File: config.mk
export PLATFORM = sky130hd
export DESIGN_NAME = rr_stream_arbiter_flat
export DESIGN_NICKNAME = d
export VERILOG_FILES = /design/src/rtl/rr_stream_arbiter_if.sv /design/src/rtl/rr_stream_arbiter.sv /design/src/flat_wrapper.sv
export SDC_FILE = /design/constraint.sdc
export NUM_CORES = 1
export LEC_CHECK = 0
export BUFFER_PORTS_ARGS = -buffer_cell sky130_fd_sc_hd__clkbuf_2
export CELL_PAD_IN_SITES_DETAIL_PLACEMENT = 0
export CELL_PAD_IN_SITES_GLOBAL_PLACEMENT = 1
export CORE_UTILIZATION = 23
export CTS_CLUSTER_SIZE = 16
export DETAILED_ROUTE_END_ITERATION = 10
export PLACE_DENSITY_LB_ADDON = 0.05
export RECOVER_POWER = 50
export SLEW_MARGIN = 10
export SYNTH_ARGS = -nofsm -noshare
export SYNTH_HDL_FRONTEND = slang
export SYNTH_SLANG_ARGS = --single-unit
File: constraint.sdc
create_clock -name clk -period 2.8 [get_ports clk]
set_input_delay 0.56 -clock clk [delete_from_list [all_inputs] [get_ports clk]]
set_output_delay 0.56 -clock clk [all_outputs]
set_load 0.03 [all_outputs]
File: src/rtl/rr_stream_arbiter_if.sv
// rr_stream_arbiter_if: bundles the requester-side and egress-side stream
// signals of rr_stream_arbiter.
//   in_data   : NUM_INPUTS packed payloads; requester i at [i*DATA_WIDTH +: DATA_WIDTH]
//   in_last   : per-requester end-of-packet flag
//   in_valid  : per-requester valid
//   in_ready  : per-requester ready (at most one bit set)
//   out_data  : arbitrated payload
//   out_last  : end-of-packet flag of the current output beat
//   out_sel   : index of the requester that sourced the current output beat
//   out_valid : output valid
//   out_ready : downstream ready
// master = the side that feeds requesters and sinks the output; slave = arbiter.
interface rr_stream_arbiter_if #(
  parameter int NUM_INPUTS = 4,
  parameter int DATA_WIDTH = 32,
  parameter int SEL_WIDTH  = $clog2(NUM_INPUTS)
) ();
  logic [NUM_INPUTS*DATA_WIDTH-1:0] in_data;
  logic [NUM_INPUTS-1:0]            in_last;
  logic [NUM_INPUTS-1:0]            in_valid;
  logic [NUM_INPUTS-1:0]            in_ready;
  logic [DATA_WIDTH-1:0]            out_data;
  logic                             out_last;
  logic [SEL_WIDTH-1:0]             out_sel;
  logic                             out_valid;
  logic                             out_ready;

  modport master (
    output in_data, in_last, in_valid, out_ready,
    input  in_ready, out_data, out_last, out_sel, out_valid
  );

  modport slave (
    input  in_data, in_last, in_valid, out_ready,
    output in_ready, out_data, out_last, out_sel, out_valid
  );
endinterface

File: src/rtl/rr_stream_arbiter.sv
// rr_stream_arbiter: packet-locked round-robin arbiter sharing one valid/ready
// stream among NUM_INPUTS requesters. The output is registered through a
// two-entry skid_buffer (also defined here) for full throughput while locked.
//   clk     : single clock, posedge
//   reset_n : asynchronous active-low reset
//   bus     : rr_stream_arbiter_if.slave (requester inputs, arbitrated output)
// skid_buffer ports: clk, reset (active high), in_data/in_valid/in_ready,
// out_data/out_valid/out_ready.

module skid_buffer #(
  parameter int DATA_WIDTH      = 8,
  parameter int USE_ASYNC_RESET = 0
) (
  input  logic                  clk,
  input  logic                  reset,
  input  logic [DATA_WIDTH-1:0] in_data,
  input  logic                  in_valid,
  output logic                  in_ready,
  output logic [DATA_WIDTH-1:0] out_data,
  output logic                  out_valid,
  input  logic                  out_ready
);
  logic                  out_valid_q, out_valid_d;
  logic [DATA_WIDTH-1:0] out_data_q, out_data_d;
  logic                  skid_valid_q, skid_valid_d;
  logic [DATA_WIDTH-1:0] skid_data_q, skid_data_d;

  // Ready depends only on a flop, so no combinational path from out_ready.
  assign in_ready  = !skid_valid_q;
  assign out_valid = out_valid_q;
  assign out_data  = out_data_q;

  always_comb begin
    out_valid_d  = out_valid_q;
    out_data_d   = out_data_q;
    skid_valid_d = skid_valid_q;
    skid_data_d  = skid_data_q;
    if (!out_valid_q || out_ready) begin
      if (skid_valid_q) begin
        out_valid_d  = 1'b1;
        out_data_d   = skid_data_q;
        skid_valid_d = 1'b0;
      end else begin
        out_valid_d = in_valid;
        if (in_valid) out_data_d = in_data;
      end
    end else if (in_valid && !skid_valid_q) begin
      // Output stalled: park the accepted beat in the skid slot.
      skid_valid_d = 1'b1;
      skid_data_d  = in_data;
    end
  end

  if (USE_ASYNC_RESET != 0) begin : g_async_rst
    always_ff @(posedge clk or posedge reset) begin
      if (reset) begin
        out_valid_q  <= 1'b0;
        out_data_q   <= '0;
        skid_valid_q <= 1'b0;
        skid_data_q  <= '0;
      end else begin
        out_valid_q  <= out_valid_d;
        out_data_q   <= out_data_d;
        skid_valid_q <= skid_valid_d;
        skid_data_q  <= skid_data_d;
      end
    end
  end else begin : g_sync_rst
    always_ff @(posedge clk) begin
      if (reset) begin
        out_valid_q  <= 1'b0;
        out_data_q   <= '0;
        skid_valid_q <= 1'b0;
        skid_data_q  <= '0;
      end else begin
        out_valid_q  <= out_valid_d;
        out_data_q   <= out_data_d;
        skid_valid_q <= skid_valid_d;
        skid_data_q  <= skid_data_d;
      end
    end
  end
endmodule

module rr_stream_arbiter #(
  parameter int NUM_INPUTS   = 4,
  parameter int DATA_WIDTH   = 32,
  parameter int LOCK_PACKETS = 1,
  parameter int SEL_WIDTH    = $clog2(NUM_INPUTS)
) (
  input logic                clk,
  input logic                reset_n,
  rr_stream_arbiter_if.slave bus
);
  localparam int SKW = DATA_WIDTH + 1 + SEL_WIDTH;

  typedef enum logic {IDLE, LOCKED} state_e;

  state_e                state_q, state_d;
  logic [SEL_WIDTH-1:0]  grant_q, grant_d;
  logic [SEL_WIDTH-1:0]  rr_ptr_q, rr_ptr_d;

  logic [DATA_WIDTH-1:0] req_data [NUM_INPUTS];
  logic [NUM_INPUTS-1:0] in_ready_c;
  logic                  sk_in_valid, sk_in_ready;
  logic [SKW-1:0]        sk_in_data, sk_out_data;
  logic                  eff_last;
  logic                  found;
  int unsigned           idx;
  logic [SEL_WIDTH-1:0]  cand;

  always_comb begin
    for (int unsigned i = 0; i < NUM_INPUTS; i++) begin
      req_data[i] = bus.in_data[i*DATA_WIDTH +: DATA_WIDTH];
    end
  end

  // Without packet locking every beat closes its "packet".
  assign eff_last = bus.in_last[grant_q] || (LOCK_PACKETS == 0);

  // sel travels with the beat so it stays correct after the grant moves on.
  assign sk_in_data = {grant_q, bus.in_last[grant_q], req_data[grant_q]};

  always_comb begin
    state_d     = state_q;
    grant_d     = grant_q;
    rr_ptr_d    = rr_ptr_q;
    in_ready_c  = '0;
    sk_in_valid = 1'b0;
    found       = 1'b0;
    idx         = 0;
    cand        = '0;
    case (state_q)
      IDLE: begin
        // First valid requester at or after rr_ptr, wrapping.
        for (int unsigned k = 0; k < NUM_INPUTS; k++) begin
          idx = 32'(rr_ptr_q) + k;
          if (idx >= 32'(NUM_INPUTS)) idx = idx - 32'(NUM_INPUTS);
          cand = SEL_WIDTH'(idx);
          if (!found && bus.in_valid[cand]) begin
            found   = 1'b1;
            grant_d = cand;
          end
        end
        if (found) state_d = LOCKED;
      end
      LOCKED: begin
        sk_in_valid         = bus.in_valid[grant_q];
        in_ready_c[grant_q] = sk_in_ready;
        if (sk_in_valid && sk_in_ready && eff_last) begin
          state_d  = IDLE;
          rr_ptr_d = (grant_q == SEL_WIDTH'(NUM_INPUTS-1)) ? '0 : grant_q + 1'b1;
        end
      end
      default: state_d = IDLE;
    endcase
  end

  always_ff @(posedge clk or negedge reset_n) begin
    if (!reset_n) begin
      state_q  <= IDLE;
      grant_q  <= '0;
      rr_ptr_q <= '0;
    end else begin
      state_q  <= state_d;
      grant_q  <= grant_d;
      rr_ptr_q <= rr_ptr_d;
    end
  end

  assign bus.in_ready = in_ready_c;

  skid_buffer #(
    .DATA_WIDTH      (SKW),
    .USE_ASYNC_RESET (1)
  ) u_skid (
    .clk       (clk),
    .reset     (!reset_n),
    .in_data   (sk_in_data),
    .in_valid  (sk_in_valid),
    .in_ready  (sk_in_ready),
    .out_data  (sk_out_data),
    .out_valid (bus.out_valid),
    .out_ready (bus.out_ready)
  );

  assign {bus.out_sel, bus.out_last, bus.out_data} = sk_out_data;
endmodule
File: src/flat_wrapper.sv
// flat-port wrapper written by rule: the top's interface ports become plain ports
module rr_stream_arbiter_flat 
#(
  parameter int NUM_INPUTS   = 4,
  parameter int DATA_WIDTH   = 32,
  parameter int LOCK_PACKETS = 1,
  parameter int SEL_WIDTH    = $clog2(NUM_INPUTS)
)
  (clk, reset_n, bus_in_data, bus_in_last, bus_in_valid, bus_out_ready, bus_in_ready, bus_out_data, bus_out_last, bus_out_sel, bus_out_valid);
  rr_stream_arbiter_if #(.NUM_INPUTS(NUM_INPUTS), .DATA_WIDTH(DATA_WIDTH), .SEL_WIDTH(SEL_WIDTH)) bus_i ();
  input logic clk;
  input logic reset_n;
  input wire logic [$bits(bus_i.in_data)-1:0] bus_in_data;
  input wire logic [$bits(bus_i.in_last)-1:0] bus_in_last;
  input wire logic [$bits(bus_i.in_valid)-1:0] bus_in_valid;
  input wire logic [$bits(bus_i.out_ready)-1:0] bus_out_ready;
  output wire logic [$bits(bus_i.in_ready)-1:0] bus_in_ready;
  output wire logic [$bits(bus_i.out_data)-1:0] bus_out_data;
  output wire logic [$bits(bus_i.out_last)-1:0] bus_out_last;
  output wire logic [$bits(bus_i.out_sel)-1:0] bus_out_sel;
  output wire logic [$bits(bus_i.out_valid)-1:0] bus_out_valid;
  assign bus_i.in_data = bus_in_data;
  assign bus_i.in_last = bus_in_last;
  assign bus_i.in_valid = bus_in_valid;
  assign bus_i.out_ready = bus_out_ready;
  assign bus_in_ready = bus_i.in_ready;
  assign bus_out_data = bus_i.out_data;
  assign bus_out_last = bus_i.out_last;
  assign bus_out_sel = bus_i.out_sel;
  assign bus_out_valid = bus_i.out_valid;
  rr_stream_arbiter #(.NUM_INPUTS(NUM_INPUTS), .DATA_WIDTH(DATA_WIDTH), .LOCK_PACKETS(LOCK_PACKETS), .SEL_WIDTH(SEL_WIDTH)) u_core (.clk(clk), .reset_n(reset_n), .bus(bus_i));
endmodule
# Word-level counts from Yosys, hierarchy flattened
# Index checks and enable logic that the tools add are counted.
[totals]
reg_bits = 77
inputBits = 139
out_inout_bits = 40
wordCells = 99
[classes]
n_addsub = 8
n_lt_le_gt_ge = 11
eq_ne = 1
mux = 48
n_bitwise = 4
n_reduce_logical = 20
[ops]
columns = ["operator", "n"]
rows = [
  ["$mux W35", 2],
  ["$bmux W32 S2", 1],
  ["$mux W32", 2],
  ["$mux W2", 13],
  ["$mux W1", 21],
  ["$lt A2 B3 Y1 const B", 5],
  ["$bmux W1 S2", 6],
  ["$ge A3 B3 Y1 const B", 4],
  ["$reduce_and A2 Y1", 4],
  ["$sub A2 B1 Y2 const B", 4],
  ["$logic_and A1 B1 Y1", 7],
  ["$add A2 B2 Y3 const B", 2],
  ["$logic_not A1 Y1", 5],
  ["$and A4 B4 Y4", 1],
  ["$mux W4", 1],
  ["$reduce_bool A2 Y1", 2],
  ["$reduce_bool A4 Y1", 1],
  ["$add A2 B1 Y3 const B", 1],
  ["$ge A2 B3 Y1 const B", 1],
  ["$not A2 Y3", 1],
  ["$add A2 B1 Y2 const B", 1],
  ["$demux W1 S2", 1],
  ["$eq A2 B2 Y1 const B", 1],
  ["$ge A2 B1 Y1 const B", 1],
  ["other kinds (3)", 4],
]

# Longest topological paths before layout
# Gate-level depths: netlist (run 1).
[logic_depth]
depth_word = 21
depth_mapped = 7
depth_no_buf = 4

# Modules after synthesis
# From an unflattened synthesis (run 1), not the netlist that was laid out.
[hier_totals]
cells_unflattened = 279
hier_area_um2 = 4330.4
[by_module_without_submodules]
columns = ["mod", "instances", "cells_per_inst", "area_per_inst_um2"]
rows = [
  ["skid_buffer", 1, 196, 3123.0],
  ["rr_stream_arbiter", 1, 83, 1207.4],
]

# Worst setup path before layout (run 1)
# No wires, ideal clock.
[synth_timing]
path_type = "register -> output"
start = "register u_core.grant_q[1]"
end = "output bus_in_ready[0]"
t_arrival_ps = 1499
required_time_ps = 2240
slack_ps = 741
path_stages_with_launch = 7
n_path_buf = 3
path_cell_list = "dfrtp_1 > clkbuf_1 > buf_2 > buf_2 > inv_1 > ha_1 > and2_1"
[synth_via]
elab_chain_len = 6
word_cells_on_any_way = 7
cone_classes = "order compare (2); mux (3); bitwise (1); reduce/logical (1)"
[synth_rtl]
columns = ["element", "line_no", "rtl"]
rows = [
  ["from (decl)", "rr_stream_arbiter.sv:100", "logic [SEL_WIDTH-1:0] grant_q, grant_d;"],
  ["from (signal assigned)", "rr_stream_arbiter.sv:166", "grant_q <= grant_d;"],
  ["$lt A2 B3 Y1 (not written as such) or $ge A2 B1 Y1 (tied branches)", "rr_stream_arbiter.sv:149", "in_ready_c[grant_q] = sk_in_ready;"],
  ["$logic_and A1 B1 Y1 (not written as such)", "rr_stream_arbiter.sv:149", ""],
  ["$mux W1 (not written as such)", "rr_stream_arbiter.sv:149", ""],
  ["$demux W1 S2 *", "n/a", ""],
  ["$and A4 B4 Y4 (no source line) *", "n/a", ""],
  ["$mux W4 *", "rr_stream_arbiter.sv:133", "case (state_q)"],
  ["to (decl)", "flat_wrapper.sv:17", "output wire logic [$bits(bus_i.in_ready)-1:0] bus_in_ready;"],
]
# Mark *: on every way between the ends. The rest lies on a longest branch, timed or not.

# Worst setup path in the final report (run 1)
[layout_timing]
start = "register u_core.grant_q[1]"
end = "output bus_in_ready[3]"
# Same word-level chain as after synthesis.

==> results.md, run 1 <==
* Launch instance of the worst register-to-register path: u_core.grant_q[0]
* Internal power at 3.85 mW
* Power per Cell Area at between 1000 and 1500 nW/µm²
* Share of cell area taken by muxes after synthesis at between 10% and 20%
* Start point of the worst min-delay path: u_core.u_skid.skid_data_q[20]
* Number of buffers created by CTS at 9
* Number of enable flip-flop cells after synthesis at 0
* Diodes inserted at 0
* Synth Instances at roughly 500
* Vias in the first global route at 4546
* HPWL Detailed at between 10 and 15 mm
* Number of gates resized after cts at 0
* GPL Wtd Cong at roughly 0.71
* Register-to-register setup slack at roughly 0.7 ns
* I/O pin count at between 150 and 200
* Worst min-delay path endpoint: u_core.u_skid.skid_data_q[20]
* Average size of a mapped cell at around 9.5 µm²
* Buffers added on ports at 178
* Initial Utilization at a little under a quarter
* Root buffer selected by CTS: sky130_fd_sc_hd__clkbuf_16
* Worst r2r dst: u_core.rr_ptr_q[1]
* H-Tree Level Count at 3
* Area of the core at a little over 20000 µm²
* Maximum clock frequency at between 0.4 and 0.5 GHz
* Wire length of the first global-routing pass at ~24 mm
* Async SR Flop Fraction at 100%
* Maximum root-to-sink buffer count at 2
* 1st-pass router iterations at 4
* Kind of path behind the tightest hold check: flip-flop to flip-flop
* Maximum vdd ir drop at between 0.5 and 0.6 mV
* Clock tree from TritonCTS: done
* Crit path capture type: primary output
* Outcome: complete, no violations
* Clock Power Share at between 10% and 20%
* ANT nets after route at 0
* Overflow after GRT at 0
* All-Layer GR Usage at between 10% and 20%
* Post-Syn Area at around 4800 µm²
* Most frequent standard cell in the layout excluding fill and tap cells: sky130_fd_sc_hd__clkbuf_2
* Multi-input gate area in the final layout at 2590 µm²
* Starting DRC count in detailed routing at ~130
* Switching Power at 3.50 mW
* Fraction of final layout cells sized beyond drive strength 1 at about two fifths
* Number of hold-repair buffers added at the cts stage at 0
* Maximum number of pins on one net before global-route repair at 53
* Data required time at the worst endpoint at between 2 and 2.5 ns
* Leakage dissipation at 2.79 nW
* Syn_nets at 645
* Via count normalized by instance count at roughly 4.6
* Growth of design area from synthesis to finish at 29.0%
* Leading cell types in the layout, fill and taps excluded: sky130_fd_sc_hd__clkbuf_2, sky130_fd_sc_hd__o21ai_0, sky130_fd_sc_hd__dfrtp_1
* Simple-gate share of the synthesized area at between 10% and 20%
* Clock latency at the later pin of the worst-skew pair at about 0.34 ns
* Shortest period the worst path allows at ~2.4 ns
* CP startpoint kind: flip-flop
* Primary flip-flop cell chosen by synthesis mapping: sky130_fd_sc_hd__dfrtp_1
* Worst setup path class: flip-flop to primary output
* Flip-flop and latch count after synthesis at between 70 and 80
* Final standard cell utilization of the core at between 30% and 40%
* Slew margin rel. at 3.95%
* Placement row count at between 50 and 60
* Setup Buffers After CTS at 0
* Via total after detailed routing at about 4300
* Adder-cell share of the synthesized area at roughly 1.1%
* Complex-gate fraction of the synthesized area at roughly 25%
* Number of warnings printed during yosys synthesis at 0
* Number of antenna violations at the first check in global routing at 0
* Main combinational cell family by area after synthesis: compound AO/OA/AOI/OAI gates
* Unrepaired setup endpoints after global routing: false
* Signal arrival time at the worst endpoint at around 1.8 ns
* Clk pin slew, worst setup/hold paths at ~0.06 ns
* Combinational share of power at between 50% and 60%
* Sequential fraction of the synthesis area at between 40% and 50%
* Clock sink total at 77
* Sw Ratio at a little under half
* Floorplan die width at between 100 and 150 µm
* Logic depth of the worst register-to-register path at 4
* Total length of routed wires at roughly 15 mm
* Final Hold Viols at 0
* Final setup TNS at 0 ns
* WL/cell at roughly 16 µm
* Post-route fraction of the period consumed by the critical path at a little under nine tenths
* Reg power frac at 27.7%
* Final max-slew violation count at 0
* Largest clock skew in the final design at ~0.0067 ns
* Fill cell total of the finished layout at between 2000 and 2500
* Crit-path max FO at 33
* Number of maximum-capacitance constraint violations at 0
* DRC Markers at 0
* Worst hold path stage count at 2
* Final setup violation count at 0
* XOR/XNOR Fraction of Synth Area at 0%
* Number of distinct standard cells referenced by the synthesized netlist at 30
* Die height at 146 µm
* Die Area at about 21000 µm²
* Total number of nets in the final design at 802
* Worst Tran Pin Value at between 1 and 1.5 ns
* Sequential cell area in the final layout at 1930 µm²
## cells by family (layout without fill, tap and decap cells)
| group | Yosys count | in the layout |
|---|---|---|
| AOI/OAI and AO/OA | 179 | 179 |
| and+or+nand+nor | 119 | 119 |
| DFF | 77 | 77 |
| muxes | 73 | 73 |
| buffers and inverters | 50 | 210 |
| adders and majority gates | 4 | 4 |
## synthesized netlist by cell type, types with 5 or more instances
library cell / instances / area share (%)
sky130_fd_sc_hd__nor2b_1: 37 / 4.9
sky130_fd_sc_hd__o31ai_1: 7 / 1.1
sky130_fd_sc_hd__o31ai_2: 26 / 6.8
sky130_fd_sc_hd__mux2_2: 34 / 8.1
sky130_fd_sc_hd__o21ai_0: 95 / 10
sky130_fd_sc_hd__clkbuf_1: 25 / 2.0
sky130_fd_sc_hd__o22ai_1: 32 / 4.2
sky130_fd_sc_hd__buf_6: 5 / 1.2
sky130_fd_sc_hd__buf_2: 11 / 1.2
sky130_fd_sc_hd__dfrtp_1: 77 / 41
sky130_fd_sc_hd__nand2_1: 69 / 5.5
sky130_fd_sc_hd__mux2i_1: 37 / 7.8
sky130_fd_sc_hd__o21ai_1: 10 / 1.1
## through the flow
step | power (mW) | setup WS (ns) | hold WS [ns] | std cells | cell area (µm²)
final | 7.35 | 0.418 | 0.479 | 932 | 6130
after global routing | 7.96 | 0.317 | 0.503 | 932 | 6130
after CTS | 7.53 | 0.372 | 0.300 | 932 | 6170
after detailed placement | 6.41 | 0.561 | 0.471 | 918 | 5900
after global placement | 6.36 | 0.568 | 0.464 | 918 | 5900
after floorplan | 5.19 | 0.741 | 0.264 | 502 | 4750
## registers in the layout (all words and copies together) (netlist names)
register	cells
u_core.grant_q	2
u_core.rr_ptr_q	2
u_core.state_q	1
u_core.u_skid.out_data	35
u_core.u_skid.out_valid	1
u_core.u_skid.skid_data_q	35
u_core.u_skid.skid_valid_q	1
## layer usage
layer | share of wire, % | track usage (%)
met5 | 0 | 0
met3 | 4.0 | 3.64
met4 | 0.98 | 3.26
met1 | 45 | 18.1
met2 | 50 | 25.7
## worst max-delay path by stage
| stage | startpoint | to | slack [ns] |
|---|---|---|---|
| floorplan | u_core.grant_q[1] | bus_in_ready[0] | 0.74 |
| global placement | bus_in_valid[3] | u_core.u_skid.out_data[20] | 0.57 |
| finish | u_core.grant_q[1] | bus_in_ready[3] | 0.42 |
| global route | u_core.grant_q[1] | bus_in_ready[3] | 0.32 |
| CTS | u_core.grant_q[1] | bus_in_ready[3] | 0.37 |
| detailed placement | bus_in_valid[3] | u_core.u_skid.out_data[20] | 0.56 |
## area by class of cell
| class | instances | area share, % |
|---|---|---|
| Sequential cell | 77 | 31.5 |
| Clock buffer | 12 | 4.18 |
| Timing Repair Buffer | 192 | 16.0 |
| Clock inverter | 2 | 0.163 |
| Inverter | 4 | 0.245 |
| Tap cell | 270 | 5.51 |
| Multi-Input combinational cell | 375 | 42.3 |
## worst max-delay path, stage by stage, from the launching register on
cell	delay, ns
sky130_fd_sc_hd__dfrtp_4	0.45
sky130_fd_sc_hd__buf_4	0.41
sky130_fd_sc_hd__ha_1	0.27
sky130_fd_sc_hd__and2_1	0.14
sky130_fd_sc_hd__clkbuf_2	0.20
## power by group through the flow
stage / combinational [mW] / clock, mW / sequential (mW)
6_report: 4.23 / 1.09 / 2.03
3_5_place_dp: 4.35 / 0 / 2.06
3_3_place_gp: 4.30 / 0 / 2.06
5_1_grt: 4.66 / 1.18 / 2.11
2_1_floorplan: 2.75 / 0 / 2.44
4_1_cts: 4.36 / 1.13 / 2.04
No activity file was read; power rests on OpenSTA's default activity.
==> run 2, diff against run 1 <==
PLACE_DENSITY = 0.52   (was default)
PLACE_DENSITY_LB_ADDON = default   (was 0.05)
SYNTH_HIERARCHICAL = 1   (was default)
==> results.md, run 2 <==
* Outcome: finished, violations left
* Violated checks: DRC, capacitance limit, slew limit
* Number of warnings printed during yosys synthesis at 6 (+6)
* Number of distinct standard cells referenced by the synthesized netlist at 29 (-3.3%)
* Worst Setup Slack post-DPL at 0.215 ns (-0.346 ns)
* Routed length on met1 at 4.47 mm (-35%)
* Async SR Flop Fraction at 100% (unchanged)
* Final setup TNS at 0 ns (unchanged)
* Clock latency at the later pin of the worst-skew pair at 0.33 ns (about the same)
* Area share of the leading cell type in the synthesized netlist at 44.5% (+3.9 points)
* Root buffer selected by CTS: sky130_fd_sc_hd__clkbuf_16
* Leakage dissipation at 2.56 nW (-8.3%)
* All-Layer GR Usage at 11.9% (-2.8 points)
* DRC Markers at 14 (+14)
* Unrepaired setup endpoints after global routing: false
* Critical Path Max Stage Delay at 0.44 ns (about the same)
* Total number of nets in the final design at 597 (-26%)
* Fraction of final layout cells sized beyond drive strength 1 at 71.2% (+32 points)
* Most frequent cells after synthesis: sky130_fd_sc_hd__mux2_2, sky130_fd_sc_hd__dfrtp_1, sky130_fd_sc_hd__mux4_2
* Worst r2r dst: u_core/u_skid/out_data[23]
* Shortest period the worst path allows at 2.49 ns (+0.112 ns)
* Crit-path max FO at 39 (+18%)
* Total buffers and inverters traversed by the critical path at 3 (+1)
* Power per Cell Area at 1220 nW/µm² (+1.4%)
* Register-to-register setup slack at 0.48 ns (-0.22 ns)
* Most frequent standard cell in the layout excluding fill and tap cells: sky130_fd_sc_hd__clkbuf_2
* Post-Syn Area at 4330 µm² (-8.8%)
* Top Metal Used: met4
* Die Area at 19400 µm² (-8.7%)
* Via total after detailed routing at 3058 (-29%)
* Starting DRC count in detailed routing at 131 (-2.2%)
* Maximum root-to-sink buffer count at 2 (unchanged)
* Crit path capture type: primary output
* Number of antenna violations at the first check in global routing at 0 (unchanged)
* Diodes inserted at 0 (unchanged)
* Largest clock skew in the final design at 0.00421 ns (-0.00246 ns)
* Primary flip-flop cell chosen by synthesis mapping: sky130_fd_sc_hd__dfrtp_1
* Signal arrival time at the worst endpoint at 1.93 ns (+0.11 ns)
* Library cell occupying the most area in the post-synthesis netlist: sky130_fd_sc_hd__dfrtp_1
* Number of maximum-capacitance constraint violations at 1 (+1)
* Top area cells in the synthesized netlist: sky130_fd_sc_hd__dfrtp_1, sky130_fd_sc_hd__mux2_2, sky130_fd_sc_hd__mux4_2
* Cell with the most instances after synthesis: sky130_fd_sc_hd__mux2_2
* Final standard cell utilization of the core at 31.5% (+1.2 points)
* Worst setup path class: flip-flop to primary output
* Post-layout instance area at 5730 µm² (-6.5%)
* Slew margin rel. at -16.5% (-20 points)
* Synth Instances at 279 (-44%)
* Vias in the first global route at 3476 (-24%)
* Final max-slew violation count at 39 (+39)
* Number of hold-repair buffers added at the cts stage at 0 (unchanged)
* Slack of the critical path at 0.306 ns (-0.112 ns)
* Overflow after GRT at 0 (unchanged)
* Flip-flop and latch count after synthesis at 77 (unchanged)
* Via count normalized by instance count at 4.44 (-3.6%)
* HPWL Detailed at 7.64 mm (-26%)
* Launch instance of the worst register-to-register path: u_core/grant_q[0]
* Slowest CP cell: sky130_fd_sc_hd__buf_6
* Average size of a mapped cell at 15.5 µm² (+64%)
* Post-route fraction of the period consumed by the critical path at 89.1% (+4.0 points)
* Final Hold Viols at 0 (unchanged)
* Sequential fraction of the synthesis area at 44.5% (+3.9 points)
* Buffers added on ports at 178 (unchanged)
* Logic depth of the worst register-to-register path at 4 (unchanged)
* Reg power frac at 29.0% (+1.3 points)
* Placed Instance Area at 5440 µm² (-7.8%)
* Multi-input gate area in the final layout at 2260 µm² (-13%)
* Maximum clock frequency at 0.401 GHz (-4.5%)
* Critical path launch point: u_core/grant_q[0]
* Growth of design area from synthesis to finish at 32.4%
* Clk pin slew, worst setup/hold paths at 0.05 ns (about the same)
* Floorplan die width at 139 µm (-4.5%)
* CP startpoint kind: flip-flop
* Syn_nets at 422 (-35%)
* Area of the core at 18200 µm² (-10%)
* Switching Power at 2.61 mW (-25%)
* ANT nets after route at 0 (unchanged)
* WL/cell at 15.7 µm (-3.2%)
* Clock Power Share at 18.1% (+3.3 points)
* Destination of the critical timing path: bus_in_ready[0]
* Power consumption at 6.98 mW (-5.1%)
* I/O pin count at 179 (unchanged)
* Wire length on met2 at 5.45 mm (-27%)
* Maximum vdd ir drop at 0.489 mV (-16%)
* Internal power at 4.36 mW (+13%)
* Combinational share of power at 53.0% (-4.6 points)
* Sequential cell area in the final layout at 1930 µm² (-0.13%)
* 1st-pass router iterations at 8 (+4)
* Leading cell types in the layout, fill and taps excluded: sky130_fd_sc_hd__clkbuf_2, sky130_fd_sc_hd__mux2_2, sky130_fd_sc_hd__dfrtp_1
* Kind of path behind the tightest hold check: primary input to asynchronous set/reset pin
* Fill cell total of the finished layout at 1845 (-16%)
* Met3 layer wire length in the routed design at 720 µm (+18%)
* CP top delay family: buffers and inverters
* Die height at 139 µm (-4.5%)
* Clock sink total at 77 (unchanged)
* Clock tree from TritonCTS: done
* Maximum number of pins on one net before global-route repair at 40 (-25%)
* Crit path cell chain: buf_6 > inv_1 > ha_1 > and3_1 > clkbuf_2
* Number of gates on the worst path with buffers counted at 5 (+1)
* Wire length of the first global-routing pass at 17.8 mm (-26%)
* Placement row count at 49 (-5.8%)
* Total length of routed wires at 10.8 mm (-29%)
* H-Tree Level Count at 3 (unchanged)
* GPL Wtd Cong at 0.715 (+1.4%)
* Final setup violation count at 0 (unchanged)
* Number of buffers created by CTS at 9 (unchanged)
* Initial Utilization at 23.8% (+0.30 points)
* Sw Ratio at 37.5% (-10 points)
* Data required time at the worst endpoint at 2.24 ns (about the same)
* Number of enable flip-flop cells after synthesis at 0 (unchanged)
* Worst Tran Pin Value at 1.74 ns (+0.297 ns)
## run 2: power groups by stage
stage | clock network [mW] | registers (mW) | logic, mW
4_1_cts | 1.31 | 2.03 | 3.83
3_5_place_dp | 0 | 2.05 | 3.83
2_1_floorplan | 0 | 2.51 | 2.44
5_1_grt | 1.36 | 2.12 | 4.02
6_report | 1.26 | 2.02 | 3.70
3_3_place_gp | 0 | 2.03 | 3.74
## run 2: worst register-to-register path: stages, from the launching register on
cell	delay, ns
sky130_fd_sc_hd__dfrtp_2	0.42
sky130_fd_sc_hd__mux4_2	0.38
sky130_fd_sc_hd__and2_1	0.17
sky130_fd_sc_hd__o21a_2	0.80
sky130_fd_sc_hd__mux2_2	0.43
## run 2: final cells by class
class | instances | share of cell area, %
clock buffer | 12 | 4.47
clock inverter | 4 | 1.22
inverter | 6 | 0.415
multi-input combinational | 177 | 39.4
sequential | 77 | 33.7
tap | 229 | 5.00
timing repair buffer | 183 | 15.8
## run 2: cells by family after synthesis
kind of cell,synth area share [%]
fa+ha+maj,1.16
simple gates,3.41
flops,44.5
compound gates,1.91
mux,45.7
buf+inv,3.35
## run 2: how the worst min path moves through the flow
stage / slack (ns) / end / from
detailed placement: 0.40 / u_core/rr_ptr_q[0] / reset_n
CTS: 0.04 / u_core/grant_q[1] / reset_n
global route: 0.11 / u_core/state_q / reset_n
global placement: 0.40 / u_core/rr_ptr_q[1] / reset_n
finish: 0.10 / u_core/rr_ptr_q[0] / reset_n
floorplan: 0.26 / u_core/grant_q[0] / reset_n
## run 2: what timing repair did
item | CTS | global route
resized for setup | 0 | 1
setup buffers | 0 | 0
hold endpoints to repair | 0 | 0
endpoints found under the setup margin | 0 | 2
## run 2: through the flow
step / cells / hold WS (ns)
after floorplan: 279 / 0.264
after global routing: 688 / 0.114
after CTS: 688 / 0.0355
final: 688 / 0.104
after detailed placement: 672 / 0.397
after global placement: 672 / 0.397
## run 2: routing by layer
metal	up-vias	track usage [%]
met3	13	2.99
met4	0	4.74
met5	-	0
li1	1416	-
met1	1517	13.7
met2	112	21.1
==> run 3, diff against run 2 <==
CTS_BUF_LIST = sky130_fd_sc_hd__clkbuf_16   (was default)
==> results.md, run 3 (synthesis results as in run 2) <==
* Power consumption at 6.92 mW (-0.80%)
* Overflow after GRT at 0 (unchanged)
* H-Tree Level Count at 3 (unchanged)
* I/O pin count at 179 (unchanged)
* Placement row count at 49 (unchanged)
* Post-route fraction of the period consumed by the critical path at 89.1% (about the same)
* Final standard cell utilization of the core at 31.4% (-0.11 points)
* Largest clock skew in the final design at 0.00437 ns (+0.000157 ns)
* GPL Wtd Cong at 0.715 (unchanged)
* Crit path capture type: primary output
* Fraction of final layout cells sized beyond drive strength 1 at 70.8% (-0.44 points)
* Violated checks: DRC, capacitance limit, slew limit
* Clock tree from TritonCTS: done
* Register-to-register setup slack at 0.48 ns (about the same)
* Worst r2r dst: u_core/u_skid/out_data[23]
* DRC Markers at 14 (unchanged)
* Launch instance of the worst register-to-register path: u_core/grant_q[0]
* Crit-path max FO at 39 (unchanged)
* Logic depth of the worst register-to-register path at 4 (unchanged)
* Number of antenna violations at the first check in global routing at 0 (unchanged)
* Outcome: finished, violations left
* Setup Buffers After CTS at 0 (unchanged)
* Die Area at 19400 µm² (unchanged)
* All-Layer GR Usage at 11.9% (about the same)
* Total length of routed wires at 10.8 mm (+0.21%)
* Power per Cell Area at 1210 nW/µm² (-0.45%)
* Clock Power Share at 17.4% (-0.7 points)
* Clk pin slew, worst setup/hold paths at 0.05 ns (about the same)
* Switching Power at 2.62 mW (+0.11%)
* Initial Utilization at 23.8% (unchanged)
* Reg power frac at 29.2% (+0.2 points)
* Number of maximum-capacitance constraint violations at 1 (unchanged)
* Internal power at 4.31 mW (-1.3%)
* Maximum clock frequency at 0.401 GHz (about the same)
* Maximum vdd ir drop at 0.489 mV (about the same)
* Final setup violation count at 0 (unchanged)
* Floorplan die width at 139 µm (unchanged)
* Leakage dissipation at 2.55 nW (-0.28%)
* Clock sink total at 77 (unchanged)
* Growth of design area from synthesis to finish at 32.0%
* Unrepaired setup endpoints after global routing: false
* Total number of nets in the final design at 597 (unchanged)
* Wire length of the first global-routing pass at 17.8 mm (unchanged)
* Combinational share of power at 53.4% (+0.4 points)
* Vias in the first global route at 3473 (-0.086%)
* Diodes inserted at 0 (unchanged)
* Final max-slew violation count at 39 (unchanged)
* Final Hold Viols at 0 (unchanged)
* Maximum number of pins on one net before global-route repair at 40 (unchanged)
* Starting DRC count in detailed routing at 134 (+2.3%)
* Maximum root-to-sink buffer count at 2 (unchanged)
* Final setup TNS at 0 ns (unchanged)
* Sw Ratio at 37.8% (+0.34 points)
* ANT nets after route at 0 (unchanged)
* Data required time at the worst endpoint at 2.24 ns (about the same)
* Die height at 139 µm (unchanged)
* Buffers added on ports at 178 (unchanged)
* Number of buffers created by CTS at 9 (unchanged)
* Leading cell types in the layout, fill and taps excluded: sky130_fd_sc_hd__clkbuf_2, sky130_fd_sc_hd__mux2_2, sky130_fd_sc_hd__dfrtp_1
* Slew margin rel. at -16.7% (-0.21 points)
* Kind of path behind the tightest hold check: primary input to asynchronous set/reset pin
* Shortest period the worst path allows at 2.49 ns (+0.0000510 ns)
* Clock latency at the later pin of the worst-skew pair at 0.34 ns (about the same)
* Root buffer selected by CTS: sky130_fd_sc_hd__clkbuf_16
* Via count normalized by instance count at 4.44 (about the same)
* WL/cell at 15.7 µm (+0.21%)
* HPWL Detailed at 7.64 mm (unchanged)
* Worst Tran Pin Value at 1.74 ns (+0.00318 ns)
* CP startpoint kind: flip-flop
* Signal arrival time at the worst endpoint at 1.93 ns (about the same)
* Via total after detailed routing at 3055 (-0.098%)
* Most frequent standard cell in the layout excluding fill and tap cells: sky130_fd_sc_hd__clkbuf_2
* 1st-pass router iterations at 8 (unchanged)
* Area of the core at 18200 µm² (unchanged)
* Worst setup path class: flip-flop to primary output
[run 3: power groups by stage]
stage / Combinational (mW) / Clock (mW) / Sequential (mW)
5_1_grt: 4.02 / 1.30 / 2.12
3_5_place_dp: 3.83 / 0 / 2.05
4_1_cts: 3.83 / 1.25 / 2.03
2_1_floorplan: 2.44 / 0 / 2.51
6_report: 3.70 / 1.20 / 2.02
3_3_place_gp: 3.74 / 0 / 2.03
[run 3: metal layers]
| layer | GRT usage, % | vias to the layer above | share of wire, % |
|---|---|---|---|
| met1 | 13.7 | 1512 | 41 |
| met4 | 4.74 | 0 | 1.6 |
| met5 | 0 | - | 0 |
| met2 | 21.1 | 112 | 50 |
| met3 | 2.99 | 13 | 6.6 |
| li1 | - | 1418 | - |
[run 3: what timing repair did]
item,4_1_cts,5_1_grt
hold buffers,0,0
endpoints found under the setup margin,0,2
resized for setup,0,1
[run 3: layout make-up]
cell class	count	area [µm²]
fill	1844	12500
multi-input combinational	177	2260
sequential	77	1930
timing repair buffer	183	907
tap	229	287
clock buffer	9	225
clock inverter	7	81.3
inverter	6	23.8
[run 3: worst max-delay path, cell delays in order, from the launching register on]
cell	delay (ns)
sky130_fd_sc_hd__dfrtp_2	0.38
sky130_fd_sc_hd__buf_6	0.44
sky130_fd_sc_hd__inv_1	0.18
sky130_fd_sc_hd__ha_1	0.23
sky130_fd_sc_hd__and3_1	0.17
sky130_fd_sc_hd__clkbuf_2	0.18
[run 3: worst max path at each step]
stage                                       endpoint               from  cells past startpoint
after CTS                            bus_in_ready[0]  u_core/grant_q[0]                      5
after global routing      u_core/u_skid/skid_valid_q            reset_n                      4
after global placement    u_core/u_skid/out_data[24]    bus_in_valid[3]                      5
after detailed placement   u_core/u_skid/out_data[2]    bus_in_valid[3]                      5
final                                bus_in_ready[0]  u_core/grant_q[0]                      5
after floorplan            u_core/u_skid/out_data[0]            reset_n                      2
[run 3: per-stage QoR]
step | hold WS [ns] | worst slack [ns] | std cells | instance area (µm²)
2_1_floorplan | 0.264 | 0.394 | 279 | 4330
3_3_place_gp | 0.397 | 0.229 | 672 | 5440
3_5_place_dp | 0.397 | 0.215 | 672 | 5440
4_1_cts | 0.0355 | 0.0321 | 688 | 5750
5_1_grt | 0.114 | 0.0900 | 688 | 5710
6_report | 0.104 | 0.306 | 688 | 5710
